`src/rtl/fb_pkg.sv`:
```
// Shared types and widths for the frame-buffer write path.
// Imported by the arbiter and its address calculator.
package fb_pkg;

    localparam int H_RES_DEF = 640;
    localparam int V_RES_DEF = 480;

    localparam int FB_ADDR_W = 19;
    localparam int PIX_W     = 8;
    localparam int COORD_W   = 10;

    typedef enum logic {
        GNT_IM  = 1'b0,
        GNT_OBJ = 1'b1
    } gnt_t;

endpackage

```
`src/rtl/fb_addr_calc.sv`:
```
// Object coordinate to linear frame-buffer address, plus on-screen test.
// Purely combinational.
import fb_pkg::*;

module fb_addr_calc #(
    parameter int H_RES = H_RES_DEF,
    parameter int V_RES = V_RES_DEF
) (
    input  logic [COORD_W-1:0]   i_x,
    input  logic [COORD_W-1:0]   i_y,
    output logic [FB_ADDR_W-1:0] o_addr,
    output logic                 o_in_range
);

    localparam logic [COORD_W:0] HR = (COORD_W+1)'(H_RES);
    localparam logic [COORD_W:0] VR = (COORD_W+1)'(V_RES);

    logic [FB_ADDR_W-1:0] w_x19;
    logic [FB_ADDR_W-1:0] w_y19;

    assign w_x19 = {{(FB_ADDR_W-COORD_W){1'b0}}, i_x};
    assign w_y19 = {{(FB_ADDR_W-COORD_W){1'b0}}, i_y};

    // 640 = 512 + 128, so the common case needs only shifts and adds
    generate
        if (H_RES == 640) begin : g_shift
            assign o_addr = (w_y19 << 9) + (w_y19 << 7) + w_x19;
        end else begin : g_mult
            localparam logic [FB_ADDR_W-1:0] HM = FB_ADDR_W'(H_RES);
            assign o_addr = (w_y19 * HM) + w_x19;
        end
    endgenerate

    assign o_in_range = ({1'b0, i_x} < HR) && ({1'b0, i_y} < VR);

endmodule

```
`src/rtl/fb_write_arbiter.sv`:
```
// Round-robin merge of the image and object pixel streams onto the
// single frame-buffer write port, with a registered, backpressured output.
import fb_pkg::*;

module fb_write_arbiter #(
    parameter int               H_RES      = H_RES_DEF,
    parameter int               V_RES      = V_RES_DEF,
    parameter bit               TRANSP_EN  = 1'b1,
    parameter logic [PIX_W-1:0] TRANSP_KEY = 8'h00
) (
    input  logic                 CLOCK_50,
    input  logic                 RESET,
    input  logic                 FRAME_SYNC,
    input  logic                 IM_VALID,
    input  logic [PIX_W-1:0]     IM_DATA,
    input  logic [FB_ADDR_W-1:0] IM_ADDR,
    output logic                 IM_READY,
    input  logic                 OBJ_VALID,
    input  logic [PIX_W-1:0]     OBJ_DATA,
    input  logic [COORD_W-1:0]   OBJ_X,
    input  logic [COORD_W-1:0]   OBJ_Y,
    output logic                 OBJ_READY,
    output logic                 FB_WE,
    output logic [FB_ADDR_W-1:0] FB_ADDR,
    output logic [PIX_W-1:0]     FB_DATA,
    input  logic                 FB_READY,
    output logic [15:0]          DROP_CNT
);

    logic                 r_we;
    logic [FB_ADDR_W-1:0] r_addr;
    logic [PIX_W-1:0]     r_data;
    logic [15:0]          r_drop_cnt;
    gnt_t                 r_last_gnt;

    logic                 w_can_load;
    logic                 w_sel_im;
    logic                 w_sel_obj;
    logic                 w_im_xfer;
    logic                 w_obj_xfer;
    logic [FB_ADDR_W-1:0] w_obj_addr;
    logic                 w_obj_in_range;
    logic                 w_obj_transp;
    logic                 w_obj_drop;
    logic [15:0]          w_cnt_base;
    logic [15:0]          w_cnt_next;

    fb_addr_calc #(
        .H_RES (H_RES),
        .V_RES (V_RES)
    ) u_addr_calc (
        .i_x        (OBJ_X),
        .i_y        (OBJ_Y),
        .o_addr     (w_obj_addr),
        .o_in_range (w_obj_in_range)
    );

    assign w_can_load = !r_we || FB_READY;

    // On contention, the stream that did not win last time goes first
    assign w_sel_im  = IM_VALID &&
                       (!OBJ_VALID || (r_last_gnt == GNT_OBJ));
    assign w_sel_obj = OBJ_VALID &&
                       (!IM_VALID || (r_last_gnt == GNT_IM));

    assign w_im_xfer  = w_can_load && w_sel_im;
    assign w_obj_xfer = w_can_load && w_sel_obj;

    assign w_obj_transp = TRANSP_EN && (OBJ_DATA == TRANSP_KEY);
    assign w_obj_drop   = !w_obj_in_range || w_obj_transp;

    // Frame clear is applied before the same-cycle drop increment
    assign w_cnt_base = FRAME_SYNC ? 16'd0 : r_drop_cnt;

    always_comb begin
        w_cnt_next = w_cnt_base;
        if (w_obj_xfer && w_obj_drop && (w_cnt_base != 16'hFFFF))
            w_cnt_next = w_cnt_base + 16'd1;
    end

    always_ff @(posedge CLOCK_50 or negedge RESET) begin
        if (!RESET) begin
            r_we       <= 1'b0;
            r_addr     <= '0;
            r_data     <= '0;
            r_drop_cnt <= '0;
            r_last_gnt <= GNT_OBJ;
        end else begin
            r_drop_cnt <= w_cnt_next;
            if (w_im_xfer) begin
                r_we       <= 1'b1;
                r_addr     <= IM_ADDR;
                r_data     <= IM_DATA;
                r_last_gnt <= GNT_IM;
            end else if (w_obj_xfer) begin
                r_last_gnt <= GNT_OBJ;
                // can_load guarantees any old write has retired here
                r_we       <= !w_obj_drop;
                if (!w_obj_drop) begin
                    r_addr <= w_obj_addr;
                    r_data <= OBJ_DATA;
                end
            end else if (FB_READY) begin
                r_we <= 1'b0;
            end
            if (FRAME_SYNC)
                r_last_gnt <= GNT_OBJ;
        end
    end

    assign IM_READY  = w_im_xfer;
    assign OBJ_READY = w_obj_xfer;
    assign FB_WE     = r_we;
    assign FB_ADDR   = r_addr;
    assign FB_DATA   = r_data;
    assign DROP_CNT  = r_drop_cnt;

endmodule

```
`config.mk`:
```
export PLATFORM = sky130hd
export DESIGN_NAME = fb_write_arbiter
export DESIGN_NICKNAME = d
export VERILOG_FILES = /design/src/rtl/fb_pkg.sv /design/src/rtl/fb_addr_calc.sv /design/src/rtl/fb_write_arbiter.sv
export SDC_FILE = /design/constraint.sdc
export NUM_CORES = 1
export LEC_CHECK = 0
export CAP_MARGIN = 20
export CORE_UTILIZATION = 35
export CTS_BUF_LIST = sky130_fd_sc_hd__clkbuf_16
export DETAILED_ROUTE_END_ITERATION = 10
export GPL_TIMING_DRIVEN = 0
export MAX_ROUTING_LAYER = met4
export PLACE_DENSITY = 0.78
export SYNTH_ARGS = -nofsm -noshare
export SYNTH_HDL_FRONTEND = slang
export SYNTH_SLANG_ARGS = --single-unit
```
`constraint.sdc`:
```
create_clock -name CLOCK_50 -period 2.5 [get_ports CLOCK_50]
set_clock_uncertainty 0.05 [all_clocks]
set_input_delay 0.5 -clock CLOCK_50 [delete_from_list [all_inputs] [get_ports CLOCK_50]]
set_output_delay 0.5 -clock CLOCK_50 [all_outputs]
set_load 0.005 [all_outputs]
```
==> results.yml <==
power:
  seqPwrFrac_pct: 38.6
  power_mw: 2.289
  power_frac_comb_pct: 33.3
  swShare_pct: 28.45
  vdd_ir_drop_max_mv: 0.2940
  clkPwrFrac_pct: 28.2
  intPower_mw: 1.638
  p_sw_uw: 651.4
  leakage_nw: 1.903
  p_per_area_mw_per_mm2: 527.4
clocking:
  clkTransAtPathRegs_ps: 70
  htree_num_levels: 2
  cts_max_path_buffers: 2
  clock_latency_ps: 290
  cts.sinks: 45
  cts_tree: "yes"
  cts_buffers: 5
  hold_buffers: 0
  ctsRootBufferMaster: "clkbuf_16"
route:
  drt_iter0_markers: 67
  route.detailed.drc: 0
  antenna_left: 0
  drtPass1Iterations: 4
  routed_wl_um: 8043
  wl_per_cell_um: 15.71
  via_per_inst: 5.160
  vias: 2642
finish:
  regArea_mm2: 0.001127
  final_cells: 512
  final_nets: 492
  fin_area_mm2: 0.004340
  area_delta_synth_final_pct: 55.07
  drive_above_1_share_pct: 13.90
  multiInputGateArea_mm2: 0.001750
  antenna_cells: 0
  final.fill_count: 691
global_routing:
  grt_max_degree: 31
  grt_use_total_pct: 20.15
  grt_overflow: 0
  antenna_found_initial: 0
  grt_pass1_wl_um: 13070
  grt_pass1_vias: 2647
sta:
  whs_ps: 75.18
  setup_viol: 0
  post-route-min-period_ps: 2489
  tightest_slew_ps: 483.5
  drv_slew: 0
  fin_crit_sh_pct: 99.56
  max_freq_mhz: 401.8
  slew-limit-headroom_pct: 67.77
  rsz0062_at_grt: "true"
  final_hold_viol_count: 0
synthesis:
  yosysWarnings: 0
  async_flop_share_pct: 100.0
  synth.top_cell.area_share_pct: 39.34
  synth.yosys.seq_area_share_pct: 40.28
  synthFlopType: "dfrtp_1"
  synth_seq_cells: 45
  syn_avg_cell_area_um2: 9.553
  yosysUniqueCellTypes: 48
  synth_area_leaders: "dfrtp_1 (39%), ha_1 (8.9%), mux2i_1 (6.8%)"
  syn_area_mm2: 0.002799
  synth_nets: 376
  synthCells: 293
  synth_area_leader_cell: "dfrtp_1"
  synth_edf_count: 0
setup_path:
  critical_path.max_stage_delay_ps: 510
  path_class: "input port to flop"
  crit_path_cell_trace: "buf_2 -> inv_2 -> fa_1 -> inv_2 -> fa_2 -> a21oi_2 -> nor2b_2 -> a31oi_4 -> o211ai_1 -> a311oi_2 -> a211oi_1"
  cp-end-kind: "flop"
  arrival_ps: 2580
  crit_family: "adder cells"
  cp_data_required_time_ps: 2590
  startpoint_type: "input port"
  crit_buf_inv: 3
  worst_path_most_repeated_cell: "inv_2"
  critPathMaxFanout: 3
  cp_slowest_cell: "fa_1"
floorplan:
  std_cell_rows: 32
  die_w_um: 91.43
  die_y_um: 91.43
  die_area_mm2: 0.008359
  core_area_mm2: 0.007727
  initial_core_util_pct: 36.22
  io_pins: 107
job:
  maxCapViolCount: 0
place:
  post_dp_cell_area_mm2: 0.004000
  dp_cells: 501
  place.gp.congestion: 0.8383
  dp_hpwl_um: 5949
  io_buffers: 105
status:
  status: "complete, no violations"
hold_path:
  hold_class: "input port to asynchronous set/reset pin"
==> synth_stat cells (4+ instances only) <==
cell type / instances
dfrtp_1: 44
nand2_1: 33
o21ai_0: 33
ha_1: 20
mux2i_1: 19
nor2_1: 16
a21oi_1: 13
xnor2_1: 11
clkbuf_1: 8
nand3_1: 8
xor2_1: 8
and3_1: 7
inv_1: 7
nand2b_1: 5
nand4_1: 5
nor2b_1: 5
a211oi_1: 4
nor3_1: 4
==> cells by family after synthesis <==
family	after synthesis	synth area share (%)
buf+inv	19	2.906
xor+xnor	19	5.945
simple gates	103	19.67
mux	20	7.197
flops	45	40.28
fa+ha+maj	22	10.37
compound gates	65	13.63
==> layer usage <==
metal / share of wire, % / global-route usage [%]
met1: 45 / 25.16
met2: 50 / 34.15
met3: 3.6 / 1.926
met4: 1.6 / 6.746
met5: 0 / -
==> repair_timing <==
item                                    CTS  global route
endpoints found under the setup margin    9            17
endpoints found under the hold margin     0             0
cloned                                    0             0
buffers inserted                          3             1
gates resized for setup                  40            14
pin swaps                                 9             2
==> sequential cells by signal, indices dropped and copies added (netlist names) <==
name	count
FB_ADDR	19
FB_DATA	8
DROP_CNT	16
FB_WE	1
r_last_gnt	1
==> per-stage QoR <==
stage          TNS (ps)  util (%)  setup WS [ps]
2_1_floorplan    -30.37         -         -17.08
4_1_cts               0     55.08          11.70
6_report              0     56.17          11.11
3_3_place_gp     -24590     51.57         -711.0
3_5_place_dp      -8987     51.76         -786.5
5_1_grt          -90.79     56.17         -35.55
==> path summary, 6_finish.rpt <==
check	from	endpoint	slack [ps]	depth (start not counted)
max reg2reg	DROP_CNT[0]	DROP_CNT[1]	270	6
min	RESET	DROP_CNT[15]	80	1
max	OBJ_Y[0]	FB_ADDR[18]	10	11
max in group asynchronous	RESET	r_last_gnt	1760	2
min in group CLOCK_50	FRAME_SYNC	DROP_CNT[5]	420	2
min reg2reg	FB_ADDR[10]	FB_ADDR[10]	520	2
==> area by class of cell <==
cell class,count,share of cell area [%]
well taps,102,2.940
inverters,7,0.6630
flip-flops and latches,45,25.97
clock buffers,5,2.883
clock inverters,3,0.4036
plain buffers,11,1.787
repair buffers,110,25.02
multi-input cells,229,40.33
==> cells in the final DEF, fill, tap and decap left out, types with 3 or more instances in the layout <==
cell              n
nor2_1           15
mux2i_1          19
buf_4             6
nor3_1            3
clkdlybuf4s50_1  97
clkbuf_1          6
inv_2             4
ha_4              6
ha_1             11
clkbuf_16         6
o21ai_0          31
buf_2             3
and3_1            7
nor2b_1           4
xor2_1            8
nand2b_1          4
nand4_1           5
a21oi_1          12
ha_2              3
dfrtp_1          44
xnor2_1          11
nand2_1          33
dlygate4sd2_1     3
nand3_1           7
==> power groups by stage <==
stage / Clock [mW] / Sequential (mW) / Combinational [mW]
4_1_cts: 0.658 / 0.883 / 0.738
3_5_place_dp: 0 / 0.895 / 0.693
6_report: 0.645 / 0.883 / 0.761
5_1_grt: 0.689 / 0.895 / 0.831
2_1_floorplan: 0 / 0.897 / 0.288
3_3_place_gp: 0 / 0.891 / 0.674
Note: power is estimated with default switching activity, not from simulation.
